$ cat config.mk
export PLATFORM = sky130hd
export DESIGN_NAME = mem_access_stage_flat
export DESIGN_NICKNAME = d
export VERILOG_FILES = /design/src/rtl/pipe_pkg.sv /design/src/rtl/mem_access_stage_if.sv /design/src/rtl/pipe_reg.sv /design/src/rtl/mem_access_stage.sv /design/src/flat_wrapper.sv
export SDC_FILE = /design/constraint.sdc
export NUM_CORES = 1
export LEC_CHECK = 0
export CAP_MARGIN = 30
export CORE_MARGIN = 4
export CORE_UTILIZATION = 45
export DETAILED_ROUTE_END_ITERATION = 16
export PLACE_DENSITY = 0.85
export SLEW_MARGIN = 20
export SYNTH_ARGS = -nofsm -noshare
export SYNTH_HDL_FRONTEND = slang
export SYNTH_SLANG_ARGS = --single-unit
export TNS_END_PERCENT = 30
$ cat constraint.sdc
create_clock -name clk -period 2.4 [get_ports clk]
set_input_delay 0.48 -clock clk [delete_from_list [all_inputs] [get_ports clk]]
set_output_delay 0.48 -clock clk [all_outputs]
set_load 0.1 [all_outputs]
$ cat src/rtl/pipe_pkg.sv
// Shared pipeline definitions: op encodings, datapath widths and the EX/MEM
// record used by the execute, memory and writeback stages.
package pipe_pkg;

    localparam int DATA_W = 16;
    localparam int ADDR_W = 8;
    localparam int REG_W  = 3;

    typedef enum logic [1:0] {
        OP_NOP   = 2'd0,
        OP_ALU   = 2'd1,
        OP_LOAD  = 2'd2,
        OP_STORE = 2'd3
    } op_e;

    typedef struct packed {
        op_e               op;
        logic [DATA_W-1:0] result;
        logic [DATA_W-1:0] store_data;
        logic [REG_W-1:0]  rd;
    } ex_mem_t;

endpackage

$ cat src/rtl/mem_access_stage_if.sv
// Data memory port: one write port and one combinational read port.
interface mem_access_stage_if #(
    parameter int DATA_W = pipe_pkg::DATA_W,
    parameter int ADDR_W = pipe_pkg::ADDR_W
);
    logic              wt_en;
    logic [ADDR_W-1:0] wt_addr;
    logic [DATA_W-1:0] data_wt;
    logic [ADDR_W-1:0] rd_addr;
    logic [DATA_W-1:0] read_out;

    modport master (output wt_en, wt_addr, data_wt, rd_addr, input read_out);
    modport slave  (input wt_en, wt_addr, data_wt, rd_addr, output read_out);
endinterface

$ cat src/rtl/pipe_reg.sv
// Pipeline register with valid bit: stall holds, flush clears valid (flush wins).
// The payload only loads alongside a valid op, so bubbles leave it unchanged.
module pipe_reg #(
    parameter int W = 1
) (
    input  logic         clk,
    input  logic         rst,
    input  logic         stall,
    input  logic         flush,
    input  logic         valid_in,
    input  logic [W-1:0] data_in,
    output logic         valid_q,
    output logic [W-1:0] data_q
);
    logic         valid_d;
    logic [W-1:0] data_d;

    always_comb begin
        valid_d = valid_q;
        data_d  = data_q;
        if (flush) begin
            valid_d = 1'b0;
        end else if (!stall) begin
            valid_d = valid_in;
            if (valid_in) data_d = data_in;
        end
    end

    always_ff @(posedge clk) begin
        if (rst) begin
            valid_q <= 1'b0;
            data_q  <= '0;
        end else begin
            valid_q <= valid_d;
            data_q  <= data_d;
        end
    end
endmodule

$ cat src/rtl/mem_access_stage.sv
// Pipeline stage 3: EX/MEM register, data memory master, MEM/WB register,
// address fault flag and load/store event counters.
module mem_access_stage #(
    parameter int DATA_W = pipe_pkg::DATA_W,
    parameter int ADDR_W = pipe_pkg::ADDR_W,
    parameter int REG_W  = pipe_pkg::REG_W,
    parameter int CNT_W  = 16
) (
    input  logic              clk,
    input  logic              rst,
    input  logic              ex_valid,
    input  logic [1:0]        ex_op,
    input  logic [DATA_W-1:0] ex_result,
    input  logic [DATA_W-1:0] ex_store_data,
    input  logic [REG_W-1:0]  ex_rd,
    output logic              ex_ready,
    input  logic              flush,
    input  logic              wb_stall,
    mem_access_stage_if.master mem,
    output logic              wb_valid,
    output logic              wb_we,
    output logic [REG_W-1:0]  wb_rd,
    output logic [DATA_W-1:0] wb_data,
    output logic              fault,
    output logic [CNT_W-1:0]  load_cnt,
    output logic [CNT_W-1:0]  store_cnt
);
    localparam int EXM_W = 2 + 2 * DATA_W + REG_W;
    localparam int WB_W  = 1 + REG_W + DATA_W;

    logic              exm_valid;
    logic [EXM_W-1:0]  exm_data;
    logic [1:0]        exm_op;
    logic [DATA_W-1:0] exm_result;
    logic [DATA_W-1:0] exm_sd;
    logic [REG_W-1:0]  exm_rd;

    logic              addr_bad, is_alu, is_load, is_store, retire;
    logic              wb_we_in, wb_we_raw;
    logic [DATA_W-1:0] wb_data_in;
    logic [WB_W-1:0]   wb_pay;

    logic              fault_q, fault_d;
    logic [CNT_W-1:0]  load_cnt_q, load_cnt_d, store_cnt_q, store_cnt_d;

    assign ex_ready = !wb_stall;

    pipe_reg #(.W(EXM_W)) u_ex_mem (
        .clk      (clk),
        .rst      (rst),
        .stall    (wb_stall),
        .flush    (flush),
        .valid_in (ex_valid && (ex_op != pipe_pkg::OP_NOP)),
        .data_in  ({ex_op, ex_result, ex_store_data, ex_rd}),
        .valid_q  (exm_valid),
        .data_q   (exm_data)
    );

    assign {exm_op, exm_result, exm_sd, exm_rd} = exm_data;

    assign addr_bad = |exm_result[DATA_W-1:ADDR_W];
    assign is_alu   = (exm_op == pipe_pkg::OP_ALU);
    assign is_load  = (exm_op == pipe_pkg::OP_LOAD);
    assign is_store = (exm_op == pipe_pkg::OP_STORE);
    assign retire   = exm_valid && !wb_stall && !flush;

    // rst gates the write so a store caught by reset never reaches memory
    assign mem.wt_en   = retire && is_store && !addr_bad && !rst;
    assign mem.wt_addr = exm_result[ADDR_W-1:0];
    assign mem.rd_addr = exm_result[ADDR_W-1:0];
    assign mem.data_wt = exm_sd;

    assign wb_we_in   = is_alu || (is_load && !addr_bad);
    assign wb_data_in = is_load ? (addr_bad ? '0 : mem.read_out) : exm_result;

    pipe_reg #(.W(WB_W)) u_mem_wb (
        .clk      (clk),
        .rst      (rst),
        .stall    (wb_stall),
        .flush    (1'b0),
        .valid_in (retire),
        .data_in  ({wb_we_in, exm_rd, wb_data_in}),
        .valid_q  (wb_valid),
        .data_q   (wb_pay)
    );

    assign {wb_we_raw, wb_rd, wb_data} = wb_pay;
    assign wb_we = wb_valid && wb_we_raw;

    always_comb begin
        fault_d     = fault_q;
        load_cnt_d  = load_cnt_q;
        store_cnt_d = store_cnt_q;
        if (retire && (is_load || is_store)) begin
            if (addr_bad)     fault_d     = 1'b1;
            else if (is_load) load_cnt_d  = load_cnt_q + CNT_W'(1);
            else              store_cnt_d = store_cnt_q + CNT_W'(1);
        end
    end

    always_ff @(posedge clk) begin
        if (rst) begin
            fault_q     <= 1'b0;
            load_cnt_q  <= '0;
            store_cnt_q <= '0;
        end else begin
            fault_q     <= fault_d;
            load_cnt_q  <= load_cnt_d;
            store_cnt_q <= store_cnt_d;
        end
    end

    assign fault     = fault_q;
    assign load_cnt  = load_cnt_q;
    assign store_cnt = store_cnt_q;
endmodule

$ cat src/flat_wrapper.sv
// flat-port wrapper written by rule: the top's interface ports become plain ports
module mem_access_stage_flat 
#(
    parameter int DATA_W = pipe_pkg::DATA_W,
    parameter int ADDR_W = pipe_pkg::ADDR_W,
    parameter int REG_W  = pipe_pkg::REG_W,
    parameter int CNT_W  = 16
)
  (clk, rst, ex_valid, ex_op, ex_result, ex_store_data, ex_rd, ex_ready, flush, wb_stall, wb_valid, wb_we, wb_rd, wb_data, fault, load_cnt, store_cnt, mem_wt_en, mem_wt_addr, mem_data_wt, mem_rd_addr, mem_read_out);
  mem_access_stage_if #(.DATA_W(DATA_W), .ADDR_W(ADDR_W)) mem_i ();
  input  logic clk;
  input  logic rst;
  input  logic ex_valid;
  input  logic [1:0] ex_op;
  input  logic [DATA_W-1:0] ex_result;
  input  logic [DATA_W-1:0] ex_store_data;
  input  logic [REG_W-1:0] ex_rd;
  output logic ex_ready;
  input  logic flush;
  input  logic wb_stall;
  output logic wb_valid;
  output logic wb_we;
  output logic [REG_W-1:0] wb_rd;
  output logic [DATA_W-1:0] wb_data;
  output logic fault;
  output logic [CNT_W-1:0] load_cnt;
  output logic [CNT_W-1:0] store_cnt;
  output wire logic [$bits(mem_i.wt_en)-1:0] mem_wt_en;
  output wire logic [$bits(mem_i.wt_addr)-1:0] mem_wt_addr;
  output wire logic [$bits(mem_i.data_wt)-1:0] mem_data_wt;
  output wire logic [$bits(mem_i.rd_addr)-1:0] mem_rd_addr;
  input wire logic [$bits(mem_i.read_out)-1:0] mem_read_out;
  assign mem_wt_en = mem_i.wt_en;
  assign mem_wt_addr = mem_i.wt_addr;
  assign mem_data_wt = mem_i.data_wt;
  assign mem_rd_addr = mem_i.rd_addr;
  assign mem_i.read_out = mem_read_out;
  mem_access_stage #(.DATA_W(DATA_W), .ADDR_W(ADDR_W), .REG_W(REG_W), .CNT_W(CNT_W)) u_core (.clk(clk), .rst(rst), .ex_valid(ex_valid), .ex_op(ex_op), .ex_result(ex_result), .ex_store_data(ex_store_data), .ex_rd(ex_rd), .ex_ready(ex_ready), .flush(flush), .wb_stall(wb_stall), .mem(mem_i), .wb_valid(wb_valid), .wb_we(wb_we), .wb_rd(wb_rd), .wb_data(wb_data), .fault(fault), .load_cnt(load_cnt), .store_cnt(store_cnt));
endmodule
==> impl_metrics.json, run 1 <==
{
  "status": "completed",
  "wl_per_cell_um": 14.9,
  "postRouteAntennaNets": 0,
  "clk_transition_reported_paths_ns": 0.09,
  "ir_drop_v": 0.000282,
  "io_pins": 146,
  "synth_seq_cells": 92,
  "fp.dieH_um": 104,
  "maxCapViolCount": 0,
  "slew_headroom_pct": 55.9,
  "coreArea_um2": 8890,
  "cts_root_buf": "clkbuf_8",
  "cp_max_fo": 5,
  "die_area_um2": 10900,
  "start_util_pct": 46.9,
  "ctsLongestPathBuffers": 2,
  "holdPathEnd": "u_core.u_mem_wb.data_q[18]",
  "grt_max_degree": 47,
  "synth_edf_count": 0,
  "crit_type": "primary input to primary output",
  "finalHoldViolCount": 0,
  "clk_latency_ns": 0.34,
  "cts.sinks": 92,
  "timing.rr.end": "u_core.load_cnt[12]",
  "synth.cells.most_frequent": "nand2_1 (122), dfxtp_1 (92), a21oi_1 (68)",
  "final_nets": 671,
  "overflow": 0,
  "fmax_ghz": 0.429,
  "cts_tree": "built",
  "p_leak_nw": 2.01,
  "grt_setup_unrepaired": "false",
  "cts_made_buffers": 9,
  "finalCriticalPeriod_ns": 2.33,
  "ctsHoldBuffers": 0,
  "fin_setup_tns_ns": 0,
  "htreeDepth": 3,
  "hpwl_um": 8020,
  "final_layout_size_suffix_gt1_share_pct": 21.0,
  "first_pass_iters": 4,
  "netlist_top_cells_area": "dfxtp_1 (44%), nand2_1 (11%), buf_4 (9.2%)",
  "vias": 3917,
  "yosysWarnings": 0,
  "synthesis.area_um2": 4170,
  "period_share_pct": 97.1,
  "synth_fp_nets": 581,
  "synth_top_area_cell": "dfxtp_1",
  "startpoint_type": "primary input",
  "finalClockSkew_ns": 0.0108,
  "rrSetupSlack_ns": 0.41,
  "die_x_um": 104,
  "critPathArrivalTime_ns": 1.85,
  "synth_top_area_share_pct": 44.1,
  "gp_congestion": 0.814,
  "ys.flop_type": "dfxtp_1",
  "viasPerCell": 5.42,
  "ff2ff_path_depth": 4,
  "cp-startpoint": "flush",
  "crit_path_end_kind": "primary output",
  "ys_types": 36,
  "setup_viol": 0,
  "antenna_cells": 0,
  "area_growth_pct": 29.4,
  "postCtsSetupRepairBufs": 0,
  "worstMarginPinSlew_ns": 0.661,
  "avgSynthCellArea_um2": 8.01,
  "slew_violations": 0,
  "post-route-drc-count": 0,
  "ys_seq_area_share_pct": 44.1,
  "grt_pass1_vias": 3860,
  "power_density_nw_per_um2": 544,
  "first_iter_violations": 136,
  "hold_path_depth": 2,
  "r2r-start": "u_core.u_ex_mem.data_q[35]",
  "syn_inst": 521,
  "routed_wl_um": 10800,
  "hold_start": "u_core.u_mem_wb.data_q[18]",
  "cp_data_required_time_ns": 1.92,
  "port_buffers": 145,
  "synth.most_common_cell": "nand2_1",
  "fin_ws_ns": 0.0687,
  "num_rows": 34,
  "synthArstFlopShare_pct": 0,
  "cts_resized": 0,
  "antenna_found_initial": 0,
  "dp_slack_ns": 0.0351,
  "grt_usage_pct": 19.1,
  "grt_pass1_wl_um": 17500,
  "min_path_type": "register to register"
}
## metrics by stage
stage	total power [mW]	hold slack [ns]	cells	util (%)	cell area, um2
global route	3.04	0.475	723	60.7	5400
global placement	1.94	0.442	708	58.6	5210
detailed placement	1.95	0.448	708	58.6	5210
floorplan	1.81	0.432	521	-	4180
finish	2.94	0.462	723	60.7	5400
CTS	2.96	0.459	723	60.7	5400
## power breakdown
| group | switching (mW) | internal (mW) | leakage [nW] |
|---|---|---|---|
| Clock | 0.522 | 0.504 | 0.0914 |
| Combinational | 0.215 | 0.137 | 1.18 |
| Sequential | 0.0175 | 1.54 | 0.743 |
## layout make-up
type                            instances  area, um2
Fill cell                             762       3490
Sequential cell                        92       1840
Multi-Input combinational cell        342       1820
Timing Repair Buffer                  162       1390
Clock buffer                           11        141
Tap cell                              108        135
Clock inverter                          4       50.0
Inverter                                4       15.0
## metal layers
metal / part of all wire (%) / track usage, % / up-vias
li1: - / - / 1942
met1: 41 / 21.1 / 1816
met2: 49 / 33.9 / 152
met3: 9.5 / 6.52 / 7
met4: 0.73 / 6.27 / 0
met5: 0 / 0 / -
## critical path, stage by stage
cell and delay (ns):
clkdlybuf4s50_1 0.43, and4bb_1 0.40, nand4_1 0.20, nor2_4 0.15, buf_12 0.18
## logic make-up (layout without fill, tap and decap cells)
family,Yosys count,in the layout,share of synthesized area [%]
buffers and inverters,87,181,12.6
and+or+nand+nor,222,222,26.4
DFF,92,92,44.1
AOI/OAI and AO/OA,111,111,14.6
xor gates and xnor gates,3,3,0.630
adders and majority gates,2,2,0.600
muxes,4,4,1.02
## state kept, by name, indices dropped and copies added (netlist names)
signal	cells
u_core.fault	1
u_core.load_cnt	16
u_core.store_cnt	16
u_core.u_mem_wb.data_q	20
u_core.u_mem_wb.valid_q	1
u_core.u_ex_mem.valid_q	1
u_core.u_ex_mem.data_q	37
## worst max path at each step
stage,to,slack [ns],cells past startpoint
3_3_place_gp,u_core.load_cnt[14],0.11,6
4_1_cts,mem_wt_en,0.08,5
6_report,mem_wt_en,0.07,5
5_1_grt,mem_wt_en,0.008,5
2_1_floorplan,u_core.load_cnt[13],0.003,5
3_5_place_dp,u_core.load_cnt[15],0.04,6
## cells in the final DEF, fill, tap and decap left out, drive strengths merged, types with 11 or more instances in the layout
cell,n
dfxtp,92
clkbuf,11
nand3,22
nand2,122
nor2,13
clkdlybuf4s50,56
or3,14
buf,106
nand4,15
o21ai,15
a21oi,68
a31oi,16
Power figures use the tool's default switching activity.
==> run 2, diff against run 1 <==
CAP_MARGIN = 20   (was 30)
CORE_UTILIZATION = 40   (was 45)
PLACE_DENSITY = 0.77   (was 0.85)
SLEW_MARGIN = not set   (was 20)
==> run 2 against run 1 <==
Against the previous run: setup slack improved by 0.0060 ns; fmax rose by 0.26%; sequential share of layout area decreased by 0.54 points; global-route usage shrank 0.64 points; critical path type unchanged; critical endpoint unchanged; largest power group unchanged.
==> impl_metrics.json, run 2 (same netlist as run 1, synthesis figures left out) <==
{
  "grt_setup_unrepaired": "false",
  "place_area_um2": 5270,
  "io_pins": 146,
  "clk_transition_reported_paths_ns": 0.09,
  "stdcell_area_um2": 5490,
  "timing.rr.end": "u_core.store_cnt[14]",
  "fillers": 961,
  "cts_resized": 0,
  "placed_cells": 740,
  "crit_chain": "clkdlybuf4s50_1 -> and4bb_1 -> nand4_1 -> nor2_4 -> buf_12",
  "final_common_cell": "nand2_1",
  "timing.critical_path.buf_inv": 2,
  "period_share_pct": 96.9,
  "first_iter_violations": 288,
  "post-route-drc-count": 0,
  "power_density_nw_per_um2": 559,
  "post-route-util_pct": 53.6,
  "cp_data_required_time_ns": 1.92,
  "p_leak_nw": 2.04,
  "grt_pass1_vias": 3773,
  "cts_tree": "built",
  "viasPerCell": 5.20,
  "ctsLongestPathBuffers": 2,
  "max_flop_register": "u_core.u_ex_mem.data_q",
  "wl_per_cell_um": 14.8,
  "slowest_stage": "clkdlybuf4s50_1",
  "gp_congestion": 0.769,
  "fp.dieH_um": 110,
  "port_buffers": 145,
  "ff2ff_path_depth": 4,
  "cts_root_buf": "clkbuf_8",
  "hpwl_um": 8010,
  "first_pass_iters": 4,
  "fmax_ghz": 0.430,
  "antenna_found_initial": 0,
  "htreeDepth": 3,
  "hold_start": "u_core.u_ex_mem.data_q[0]",
  "start_util_pct": 40.8,
  "finalCriticalPeriod_ns": 2.33,
  "critPathArrivalTime_ns": 1.85,
  "crit_type": "primary input to primary output",
  "cts_made_buffers": 9,
  "ir_drop_v": 0.000239,
  "fin_cells": 756,
  "cp_max_fo": 5,
  "die_area_um2": 12100,
  "die_x_um": 110,
  "holdPathEnd": "u_core.u_mem_wb.data_q[16]",
  "grt_usage_pct": 18.4,
  "grt_max_degree": 97,
  "layout_common_cells": "nand2_1 (122), buf_4 (106), dfxtp_1 (92)",
  "status": "completed",
  "maxCapViolCount": 0,
  "finalHoldViolCount": 0,
  "fin_setup_tns_ns": 0,
  "path_delay_family": "simple AND/OR/NAND/NOR gates",
  "seqCellArea_um2": 1840,
  "crit_path_end_kind": "primary output",
  "reg_top3": "u_core.u_ex_mem.data_q (37), u_core.u_mem_wb.data_q (20)",
  "overflow": 0,
  "multi_input_area_um2": 1820,
  "fin_ws_ns": 0.0747,
  "cts.sinks": 92,
  "final_layout_size_suffix_gt1_share_pct": 21.6,
  "slew_violations": 0,
  "area_growth_pct": 31.5,
  "min_path_type": "register to register",
  "num_rows": 37,
  "dp_slack_ns": -0.0367,
  "rrSetupSlack_ns": 0.38,
  "largest_reg_flops": 37,
  "r2r-start": "u_core.u_ex_mem.data_q[31]",
  "slowest_delay_ns": 0.43,
  "routed_wl_um": 11200,
  "slew_headroom_pct": 56.3,
  "worstMarginPinSlew_ns": 0.656,
  "postRouteAntennaNets": 0,
  "final_nets": 675,
  "coreArea_um2": 10200,
  "setup_viol": 0,
  "postCtsSetupRepairBufs": 0,
  "hold_path_depth": 2,
  "clk_latency_ns": 0.35,
  "ctsHoldBuffers": 0,
  "vias": 3931,
  "antenna_cells": 0,
  "grt_pass1_wl_um": 17800,
  "finalClockSkew_ns": 0.0132,
  "startpoint_type": "primary input"
}
-- run 2: cell count changes in the layout (fill, tap and decap cells not counted), sizes merged --
| cell | change |
|---|---|
| buf | +4 |
| clkbuf | -1 |
| clkinv | +1 |
| bufinv | +1 |
-- run 2: worst max-delay path by stage --
stage	startpoint	to	slack, ns	cells past startpoint
3_5_place_dp	flush	u_core.store_cnt[10]	-0.04	6
5_1_grt	flush	mem_wt_en	0.005	5
3_3_place_gp	flush	u_core.store_cnt[6]	0.05	6
4_1_cts	flush	mem_wt_en	0.08	5
2_1_floorplan	u_core.load_cnt[4]	u_core.load_cnt[13]	0.003	5
6_report	flush	mem_wt_en	0.07	5
-- run 2: routing by layer --
metal	up-vias	GRT usage [%]	part of all wire (%)
met4	0	5.54	1.4
met5	-	0	0
li1	1945	-	-
met1	1831	23.3	44
met3	18	4.48	7.6
met2	137	31.1	47
-- run 2: area by class of cell --
type / count / area share [%]
Clock buffer: 10 / 2.33
Multi-Input combinational cell: 342 / 33.2
Inverter: 4 / 0.274
Tap cell: 136 / 3.10
Clock inverter: 6 / 1.62
Sequential cell: 92 / 33.6
Timing Repair Buffer: 166 / 25.9
-- run 2: report_power, final --
part	switching [mW]	internal (mW)
clock	0.561	0.588
sequential	0.0165	1.54
combinational	0.217	0.139
total	0.795	2.27
-- run 2: per-stage QoR --
stage / total power, mW / hold slack [ns]
global route: 3.18 / 0.475
detailed placement: 1.95 / 0.446
CTS: 3.10 / 0.456
global placement: 1.95 / 0.436
finish: 3.07 / 0.453
floorplan: 1.81 / 0.432
-- run 2: worst reg2reg max path, stage by stage, from the launching register on --
cell and delay, ns:
dfxtp_1 0.36, nor4_4 0.49, nand4_1 0.36, or4_1 0.58, a21oi_1 0.16
